[src/rtl/branch_resolve_ctrl.sv]
// Branch resolution, PC redirect and 2-bit BHT direction predictor for the RV32I pipe.
// Redirect/flush are combinational in the resolve cycle; stall_e holds resolution off until it drops.
module branch_resolve_ctrl #(
    parameter int BHT_IDX_W = 6,
    parameter int CNT_W     = 32
) (
    input  logic             clk,
    input  logic             rst,
    input  logic [31:0]      PCF,
    output logic             pred_taken_f,
    input  logic             valid_e,
    input  logic             stall_e,
    input  logic [6:0]       instr_opcode_e,
    input  logic [31:0]      PCE,
    input  logic [31:0]      PCPlus4E,
    input  logic [31:0]      PCTargetE,
    input  logic             br_taken_e,
    input  logic             pred_taken_e,
    output logic             redirect,
    output logic [31:0]      redirect_pc,
    output logic             flush_d,
    output logic             flush_e,
    output logic [CNT_W-1:0] branch_cnt,
    output logic [CNT_W-1:0] mispred_cnt
);

    localparam int BHT_DEPTH = 1 << BHT_IDX_W;

    localparam logic [6:0] OP_BRANCH = 7'b1100011;
    localparam logic [6:0] OP_JAL    = 7'b1101111;
    localparam logic [6:0] OP_JALR   = 7'b1100111;

    typedef enum logic {IDLE, RECOVER} state_t;

    state_t state, state_nxt;
    logic [1:0] bht [BHT_DEPTH];

    logic [BHT_IDX_W-1:0] idx_f, idx_e;
    logic is_branch, is_jump, resolve, mispred;

    assign idx_f = PCF[BHT_IDX_W+1:2];
    assign idx_e = PCE[BHT_IDX_W+1:2];

    logic unused_pc_bits;
    assign unused_pc_bits = &{1'b0, PCF[31:BHT_IDX_W+2], PCF[1:0], PCE[31:BHT_IDX_W+2], PCE[1:0]};

    // Table write lands at the edge, so a same-cycle fetch sees the old entry.
    assign pred_taken_f = bht[idx_f][1];

    assign is_branch = (instr_opcode_e == OP_BRANCH);
    assign is_jump   = (instr_opcode_e == OP_JAL) || (instr_opcode_e == OP_JALR);

    always_comb begin
        resolve     = 1'b0;
        mispred     = 1'b0;
        redirect    = 1'b0;
        redirect_pc = 32'h0;
        state_nxt   = state;
        case (state)
            IDLE: begin
                resolve  = valid_e && !stall_e;
                mispred  = resolve && is_branch && (br_taken_e != pred_taken_e);
                redirect = mispred || (resolve && is_jump);
                if (redirect) begin
                    redirect_pc = (is_jump || br_taken_e) ? PCTargetE : PCPlus4E;
                    state_nxt   = RECOVER;
                end
            end
            // The bubble behind a redirect must never resolve.
            RECOVER: state_nxt = IDLE;
            default: state_nxt = IDLE;
        endcase
    end

    assign flush_d = redirect;
    assign flush_e = redirect;

    always_ff @(posedge clk) begin
        if (rst) begin
            state <= IDLE;
        end else begin
            state <= state_nxt;
        end
    end

    always_ff @(posedge clk) begin
        if (rst) begin
            for (int i = 0; i < BHT_DEPTH; i++) begin
                bht[i] <= 2'b01;
            end
        end else if (resolve && is_branch) begin
            if (br_taken_e) begin
                if (bht[idx_e] != 2'b11) bht[idx_e] <= bht[idx_e] + 2'b01;
            end else begin
                if (bht[idx_e] != 2'b00) bht[idx_e] <= bht[idx_e] - 2'b01;
            end
        end
    end

    always_ff @(posedge clk) begin
        if (rst) begin
            branch_cnt  <= '0;
            mispred_cnt <= '0;
        end else if (resolve && is_branch) begin
            if (branch_cnt != '1) branch_cnt <= branch_cnt + CNT_W'(1);
            if (mispred && (mispred_cnt != '1)) mispred_cnt <= mispred_cnt + CNT_W'(1);
        end
    end

endmodule

[config.mk]
export PLATFORM = sky130hd
export DESIGN_NAME = branch_resolve_ctrl
export DESIGN_NICKNAME = d
export VERILOG_FILES = /design/src/rtl/branch_resolve_ctrl.sv
export SDC_FILE = /design/constraint.sdc
export NUM_CORES = 1
export LEC_CHECK = 0
export BUFFER_PORTS_ARGS = -buffer_cell sky130_fd_sc_hd__buf_2
export CORE_ASPECT_RATIO = 0.6
export CORE_UTILIZATION = 40
export DETAILED_ROUTE_END_ITERATION = 8
export SLEW_MARGIN = 20
export SYNTH_ARGS = -nofsm -noshare
export SYNTH_HDL_FRONTEND = slang
export SYNTH_SLANG_ARGS = --single-unit
[constraint.sdc]
create_clock -name clk -period 3.76 [get_ports clk]
set_clock_uncertainty 0.1 [all_clocks]
set_input_delay 0.752 -clock clk [delete_from_list [all_inputs] [get_ports clk]]
set_output_delay 0.752 -clock clk [all_outputs]
set_load 0.01 [all_outputs]
# Yosys cells after proc, flatten, opt, wreduce, memory -nomap -nowiden
# Memories as Yosys holds them, arrays and structs flattened.
# Cells that the tools add are included.
# Widths: inputs -> output; s select.
classes:
  bitwise_logic: 2
  muxes: 24
  eq_ne: 7
  n_reduce_logical: 14
  n_addsub: 4
op_table:
  columns: ["cell", "count"]
  rows:
  - ["$mux 32", 3]
  - ["$add 32x1->32 const B", 2]
  - ["$ne 32x32->1 const B", 2]
  - ["$eq 7x7->1 const B", 3]
  - ["$mux 1", 17]
  - ["$logic_and 1x1->1", 6]
  - ["$mux 6", 1]
  - ["$mux 2", 2]
  - ["$reduce_and 2->1", 2]
  - ["$logic_or 1x1->1", 3]
  - ["$add 2x1->2 const B", 1]
  - ["$ne 2x2->1 const B", 1]
  - ["$pmux 1 s2", 1]
  - ["$reduce_bool 2->1", 1]
  - ["$reduce_or 2->1", 1]
  - ["$sub 2x1->2 const B", 1]
  - ["$logic_not 1->1", 1]
  - ["$ne 1x1->1", 1]
  - ["$not 1->1", 1]
  - ["$or 1x1->1", 1]
word_totals:
  mem_bits_rw: 128
  wordCells: 55
  memories: 1
  out_inout_bits: 100
  ff_bits: 65
memory_table:
  columns: ["name", "depth", "width", "read_ports", "rd_ports_with_merged_regs", "wr", "line_no", "text"]
  rows:
  - ["bht", 64, 2, 2, 0, 64, "36", "logic [1:0] bht [BHT_DEPTH];"]

# Longest topological paths before layout
# Gate-level depths: netlist (run 1).
depth:
  ltp_word: 10
  mapped_depth: 12
  mapped_depth_nobuf: 8

# Worst setup path after synthesis (run 1)
# OpenSTA, ideal clock, no wires.
synth_timing:
  path_kind: "input-to-output"
  start: "input PCF[2]"
  end: "output pred_taken_f"
  arrival_time_ns: 3.192
  path_slack_ns: -0.284
  path_stages: 5
  path_cell_list: "clkbuf_1 > buf_1 > mux4_2 > mux4_2 > mux4_2"
synth_between:
  elab_chain_cells: 1
synth_lines:
  columns: ["item", "line_no", "text"]
  rows:
  - ["from (decl)", "9", "input logic [31:0] PCF,"]
  - ["$mem_v2 64x2", null, null]
  - ["to (decl)", "10", "output logic pred_taken_f,"]
# Every way passes these cells.

# Worst setup path in the final report (run 1)
# Ends and elaborated chain as after synthesis.

==> impl_metrics.tcl, run 1 <==
set metrics [dict create \
    drv_slew 0 \
    cts_buffers 17 \
    rr_startpoint "mispred_cnt[21]" \
    vias 9219 \
    drtAntennaViolNets 0 \
    period_share_pct 96.0 \
    holdWs_ns 0.407 \
    io_buffers 188 \
    synth.avg_cell_area_sq_um 10.4 \
    syn_nets 1203 \
    post-dp-hpwl_um 22700 \
    first_global_vias 8710 \
    crit_required_ns 2.91 \
    area_delta_synth_final_pct 21.0 \
    rows 46 \
    clock_latency_ns 0.45 \
    start_kind "primary input" \
    ctsResizeCount 0 \
    syn_area_sq_um 11000 \
    start_util_pct 41.1 \
    max_cap_viol_count 0 \
    rsz0062_at_grt "no" \
    power.density_nw_per_um2 354 \
    fin_nets 1383 \
    relSlewSlack_pct 39.3 \
    place_congestion 0.835 \
    drtPass1Iterations 5 \
    synth_flop_cell "edfxtp_1" \
    synth_seq_cells 193 \
    viasPerCell 5.72 \
    fill_cells 2497 \
    antenna_found_initial 0 \
    grt.total_usage_pct 23.8 \
    r2r_setup_slack_ns 0.63 \
    htreeDepth 4 \
    die_h_um 130 \
    multi_input_area_sq_um 5270 \
    yosysTopAreaCell "edfxtp_1" \
    drc 0 \
    synth_top_area_share_pct 35.0 \
    die_area_sq_um 28100 \
    p_leak_nw 4.84 \
    die_x_um 216 \
    wirelength_um 32600 \
    drt_iter0_markers 841 \
    setup_viol 0 \
    wire_per_inst_um 20.2 \
    cts_hold_buf 0 \
    diodes 0 \
    yosysSeqAreaShare_pct 46.9 \
    path_max_fanout 6 \
    timing.final.crit_period_ns 3.61 \
    worstReg2RegEnd "mispred_cnt[6]" \
    synth_cells 1060 \
    post_cts_buffers 0 \
    fmax_mhz 277 \
    reg2reg_depth 8 \
    tightest_slew_ns 0.908 \
    synth_common_cells "edfxtp_1 (128), nand2_1 (128), nor2_1 (107), dfxtp_1 (65)" \
    cts-root-buf "clkbuf_16" \
    async_flop_share_pct 0 \
    cts_tree "done" \
    synth-edff-count 128 \
    endpoint_kind "primary output" \
    final.setup.tns_ns 0 \
    hold_violations 0 \
    cts_buffer_depth 2 \
    hold-path-endpoint "mispred_cnt[23]" \
    ys_top_cells_by_area "edfxtp_1 (35%), dfxtp_1 (12%), nor4_2 (6.8%)" \
    final-seq-area_sq_um 5140 \
    status "completed" \
    clkSinkCount 193 \
    ys_types 53 \
    drive_above_1_share_pct 34.2 \
    grt_max_degree 130 \
    path_clk_slew_ns 0.07 \
    grt_pass1_wl_um 50900 \
    fp.coreArea_sq_um 26700 \
    crit_arrival_ns 2.76 \
    worst_ir_drop_vdd_mv 0.327 \
    hold_depth 2 \
    path_class "primary input to primary output" \
    yosysWarnings 0 \
    hp-class "register to register" \
    hp-start "mispred_cnt[23]" \
    io_pins 241 \
    grt_overflow 0 \
]
[critical path, stage by stage]
cell and delay, ns:
buf_2 0.11, buf_4 0.19, mux4_2 0.57, mux4_2 0.51, mux4_2 0.46, buf_2 0.15
[final cells by class]
class                      instances  share of cell area, %
clock buffer                      27                   4.04
sequential                       193                   38.7
clock inverter                     5                  0.188
timing repair buffer             267                   13.5
inverter                          17                  0.480
tap                              360                   3.39
multi-input combinational        744                   39.7
[per-stage QoR]
| stage | worst slack, ns | cell area [sq um] | instances | power (mW) | util [%] |
|---|---|---|---|---|---|
| after CTS | 0.142 | 13300 | 1613 | 4.72 | 49.7 |
| after floorplan | 0.0530 | 11000 | 1060 | 2.72 | - |
| after detailed placement | 0.0136 | 12700 | 1581 | 2.95 | 47.6 |
| after global placement | 0.0562 | 12700 | 1581 | 2.94 | 47.6 |
| final | 0.152 | 13300 | 1613 | 4.70 | 49.7 |
| after global routing | 0.0949 | 13300 | 1613 | 4.84 | 49.7 |
[metal layers]
layer  part of all wire, %  track usage (%)
met5                     0                0
met3                   9.6             5.64
met2                    43             35.2
met1                    47             34.8
met4                   1.2             6.09
[logic make-up (layout without fill, tap and decap cells)]
logic type / after synthesis / count (layout) / share of synthesized area, %
AOI/OAI and AO/OA: 195 / 195 / 13.0
xor gates and xnor gates: 56 / 56 / 4.47
adders and majority gates: 2 / 2 / 0.228
buffers and inverters: 123 / 316 / 5.21
DFF: 193 / 193 / 46.9
muxes: 39 / 39 / 5.95
and+or+nand+nor: 452 / 452 / 24.3
[sequential cells by signal (all words and copies together), names as in the netlist]
| name | count |
|---|---|
| bht | 128 |
| branch_cnt | 32 |
| mispred_cnt | 32 |
| state | 1 |
[cells in the final DEF (no fill, tap or decap), drive strengths merged, types with 2 or more instances in the layout]
master,count
buf,267
and3b,3
nand3,56
or2,5
nand2,128
o31ai,2
nor3,11
a31o,33
nand4,17
nor3b,5
dfxtp,65
mux2i,18
clkbuf,27
nand3b,3
nor4,69
a221o,16
or3,9
a21o,32
xnor2,27
xor2,29
edfxtp,128
a21oi,51
mux4,21
clkinv,3
inv,19
and2,9
nor2b,3
and4,14
nor2,107
o22ai,16
a22oi,32
ha,2
o21ai,7
and3,10
[worst max-delay path by stage]
stage | from | endpoint | slack (ns)
global placement | PCE[2] | bht[20][0] | 0.06
global route | PCF[2] | pred_taken_f | 0.09
floorplan | PCF[2] | pred_taken_f | 0.05
detailed placement | PCE[2] | bht[1][1] | 0.01
finish | PCF[2] | pred_taken_f | 0.15
CTS | PCF[2] | pred_taken_f | 0.14
[power by group]
part,internal [mW],switching (mW),total (mW)
clock network,0.979,0.807,1.79
logic,0.245,0.370,0.615
registers,2.28,0.0179,2.30
total,3.50,1.19,4.70
Power figures use the tool's default switching activity.
==> run 2, diff against run 1 <==
- BUFFER_PORTS_ARGS: -buffer_cell sky130_fd_sc_hd__buf_2 -> default
- DONT_BUFFER_PORTS: default -> 1
==> impl_metrics.tcl, run 2 (same netlist as run 1, synthesis figures left out) <==
set metrics [dict create \
    status "completed" \
    worst-path-buf-inv 2 \
    period_share_pct 88.8 \
    cts_buffer_depth 2 \
    io_buffers 0 \
    most-common-layout-cells "nand2_1 (128), edfxtp_1 (128), nor2_1 (107)" \
    drive_above_1_share_pct 20.6 \
    first_global_vias 7571 \
    viasPerCell 6.16 \
    path_clk_slew_ns 0.07 \
    cts_tree "done" \
    cts_buffers 17 \
    placed_cell_area_sq_um 11500 \
    hold_violations 0 \
    holdWs_ns 0.273 \
    start_kind "primary input" \
    fp.coreArea_sq_um 26700 \
    drtPass1Iterations 5 \
    fin_nets 1166 \
    utilization_pct 45.4 \
    clkSinkCount 193 \
    path_class "primary input to primary output" \
    cts_hold_buf 0 \
    wire_per_inst_um 22.6 \
    grt.total_usage_pct 22.3 \
    post-dp-hpwl_um 21500 \
    antenna_found_initial 1 \
    place_congestion 0.907 \
    cpMostUsedCell "buf_4" \
    hp-class "primary input to register" \
    grt_pass1_wl_um 46700 \
    pre_cts_ws_ns 0.116 \
    rows 46 \
    max_flop_register "bht" \
    crit_arrival_ns 2.49 \
    die_area_sq_um 28100 \
    largest_reg_flops 128 \
    post_cts_buffers 0 \
    crit_required_ns 2.91 \
    timing.final.crit_period_ns 3.34 \
    power.density_nw_per_um2 387 \
    path_delay_family "compound AO/OA/AOI/OAI gates" \
    cts-root-buf "clkbuf_16" \
    slowest_delay_ns 0.75 \
    drc 0 \
    totalPowerFinal_mw 4.69 \
    clock_latency_ns 0.45 \
    max_cap_viol_count 0 \
    relSlewSlack_pct 24.6 \
    area_delta_synth_final_pct 10.4 \
    final.setup.tns_ns 0 \
    worst_ir_drop_vdd_mv 0.329 \
    drv_slew 0 \
    timing.final.ws_setup_ns 0.422 \
    ctsResizeCount 0 \
    grt_max_degree 131 \
    drt_iter0_markers 1090 \
    setup_viol 0 \
    crit_slowest_cell "a31oi_4" \
    top_regs "bht x128, branch_cnt x32, mispred_cnt x32" \
    htreeDepth 4 \
    p_leak_nw 3.77 \
    die_h_um 130 \
    tightest_slew_ns 1.13 \
    grt_overflow 0 \
    finalInstanceArea_sq_um 12100 \
    drtAntennaViolNets 0 \
    fill_cells 2461 \
    path_max_fanout 34 \
    fin_cells 1396 \
    endpoint_kind "primary output" \
    wirelength_um 31500 \
    rsz0062_at_grt "no" \
    path_cells "nor3b_1 -> buf_4 -> nand4_1 -> nor2_1 -> a31oi_4 -> a21oi_1 -> buf_4" \
    start_util_pct 41.1 \
    io_pins 241 \
    vias 8605 \
    die_x_um 216 \
    post-place-cells 1364 \
    fmax_mhz 300 \
]
-- run 2: worst register-to-register path, cell delays in order, from the launching register on --
cell      delay, ns
edfxtp_1       0.38
a221o_1        0.36
a21oi_1        0.29
o22ai_1        0.21
nor4_4         0.48
and2_1         0.24
o31ai_4        0.07
buf_12         0.16
buf_12         0.16
a31o_2         0.29
-- run 2: metal layers --
metal  wire length (um)  up-vias  GRT usage [%]
li1                   -     3863              -
met1              15000     4217           33.7
met2              12600      486           30.3
met3               3320       39           6.08
met4                578        0           6.93
met5                  0        -              0
-- run 2: report_power, final --
group	switching, mW	total, mW	internal [mW]	leakage, nW
Clock	0.845	1.89	1.05	0.282
Combinational	0.300	0.501	0.201	1.86
Sequential	0.0175	2.29	2.28	1.63
-- run 2: cell type report --
class                           instances  area [sq um]  share of cell area (%)
Antenna cell                            1          2.50                  0.0206
Clock buffer                           18           429                    3.54
Clock inverter                         13           161                    1.33
Inverter                               17          63.8                   0.526
Multi-Input combinational cell        744          5280                    43.6
Sequential cell                       193          5140                    42.4
Tap cell                              360           450                    3.72
Timing Repair Buffer                   50           588                    4.85
-- run 2: path summary, 6_finish.rpt --
path / from / endpoint / slack, ns / cells after the start
hold reg to reg: branch_cnt[26] / branch_cnt[26] / 0.46 / 2
hold / removal: rst / mispred_cnt[27] / 0.27 / 1
setup reg to reg: bht[53][0] / bht[11][0] / 0.77 / 9
setup / recovery: valid_e / redirect_pc[15] / 0.42 / 7
==> run 3, diff against run 2 <==
- CORE_MARGIN: default -> 1.5
==> impl_metrics.tcl, run 3 (same netlist as run 1, synthesis figures left out) <==
set metrics [dict create \
    worst_ir_drop_vdd_mv 0.309 \
    io_buffers 0 \
    grt.total_usage_pct 22.0 \
    endpoint_kind "primary output" \
    final.setup.tns_ns 0 \
    largest_reg_flops 128 \
    hp-start "rst" \
    timing.final.ws_setup_ns 0.301 \
    drtAntennaViolNets 0 \
    period_share_pct 92.0 \
    die_area_sq_um 28500 \
    grt_max_degree 131 \
    status "completed" \
    pre_cts_ws_ns 0.219 \
    fin_cells 1395 \
    drc 0 \
    drt_iter0_markers 981 \
    path_max_fanout 34 \
    rr_startpoint "state" \
    r2r_setup_slack_ns 0.84 \
    path_class "register to primary output" \
    post-dp-hpwl_um 21000 \
    vias 8521 \
    post_cts_buffers 0 \
    power.density_nw_per_um2 377 \
    crit_arrival_ns 2.61 \
    first_global_vias 7735 \
    reg2reg_depth 9 \
    io_pins 241 \
    crit_required_ns 2.91 \
    cts_buffers 17 \
    drtPass1Iterations 8 \
    wire_per_inst_um 22.4 \
    path_clk_slew_ns 0.07 \
    top_regs "bht x128, branch_cnt x32, mispred_cnt x32" \
    clock_latency_ns 0.44 \
    place_congestion 0.848 \
    rsz0062_at_grt "no" \
    drive_above_1_share_pct 20.3 \
    ctsResizeCount 0 \
    hp-class "primary input to register" \
    timing.final.crit_period_ns 3.46 \
    grt_pass1_wl_um 48000 \
    most-common-layout-cells "nand2_1 (128), edfxtp_1 (128), nor2_1 (107)" \
    start_util_pct 41.1 \
    hold-path-endpoint "mispred_cnt[27]" \
    fmax_mhz 289 \
    drv_slew 0 \
    cts_tree "done" \
    relSlewSlack_pct 23.7 \
    viasPerCell 6.11 \
    hold_depth 1 \
    die_h_um 131 \
    start_kind "register" \
    fp.coreArea_sq_um 26700 \
    setup_viol 0 \
    area_delta_synth_final_pct 8.61 \
    htreeDepth 4 \
    die_x_um 217 \
    max_flop_register "bht" \
    rows 46 \
    cts-root-buf "clkbuf_16" \
    post-place-cells 1361 \
    fin_nets 1163 \
    tightest_slew_ns 1.14 \
    cts_buffer_depth 2 \
    cts_hold_buf 0 \
    p_leak_nw 3.69 \
    hold_violations 0 \
    worstReg2RegEnd "mispred_cnt[27]" \
    antenna_found_initial 2 \
    grt_overflow 0 \
    max_cap_viol_count 0 \
    wirelength_um 31200 \
    clkSinkCount 193 \
]
-- run 3: power by group --
part	switching [mW]	leakage (nW)	internal [mW]	total, mW
clock network	0.836	0.250	0.908	1.74
logic	0.288	1.80	0.172	0.460
registers	0.0185	1.63	2.28	2.30
-- run 3: worst max-delay path by stage --
stage | startpoint | to | slack (ns) | cells after the start
5_1_grt | state | redirect_pc[24] | 0.25 | 7
6_report | state | redirect_pc[24] | 0.30 | 7
3_5_place_dp | PCE[3] | bht[35][1] | 0.22 | 11
3_3_place_gp | PCE[3] | bht[35][1] | 0.27 | 11
2_1_floorplan | PCF[2] | pred_taken_f | 0.05 | 5
4_1_cts | state | redirect_pc[24] | 0.38 | 7
-- run 3: worst max-delay path, cell delays in order, from the launching register on --
cell and delay [ns]:
dfxtp_1 0.30, nor3b_1 0.46, nand4_1 0.25, nor2_1 0.27, a31oi_2 0.05, buf_4 0.25
a21oi_1 0.36, buf_4 0.19
-- run 3: metal layers --
metal / global-route usage [%] / wire, um / share of wire (%) / up-vias
met4: 7.18 / 700 / 2.2 / 0
met1: 34.0 / 14900 / 48 / 4226
li1: - / - / - / 3857
met5: 0 / 0 / 0 / -
met3: 5.21 / 2740 / 8.8 / 32
met2: 29.6 / 12900 / 41 / 406
-- run 3: per-stage QoR --
step | total power, mW | hold slack (ns) | area (sq um) | util (%)
global placement | 2.79 | 0.434 | 11400 | 42.6
floorplan | 2.72 | 0.411 | 11000 | -
finish | 4.50 | 0.277 | 11900 | 44.6
global route | 4.64 | 0.256 | 11900 | 44.6
detailed placement | 2.79 | 0.453 | 11400 | 42.6
CTS | 4.53 | 0.256 | 11900 | 44.6
-- run 3: cell type report --
class | instances | area (sq um)
Inverter | 17 | 63.8
Clock inverter | 14 | 115
Multi-Input combinational cell | 744 | 5270
Timing Repair Buffer | 47 | 440
Clock buffer | 18 | 429
Sequential cell | 193 | 5140
Tap cell | 360 | 450
Antenna cell | 2 | 5.00
Fill cell | 2509 | 14800
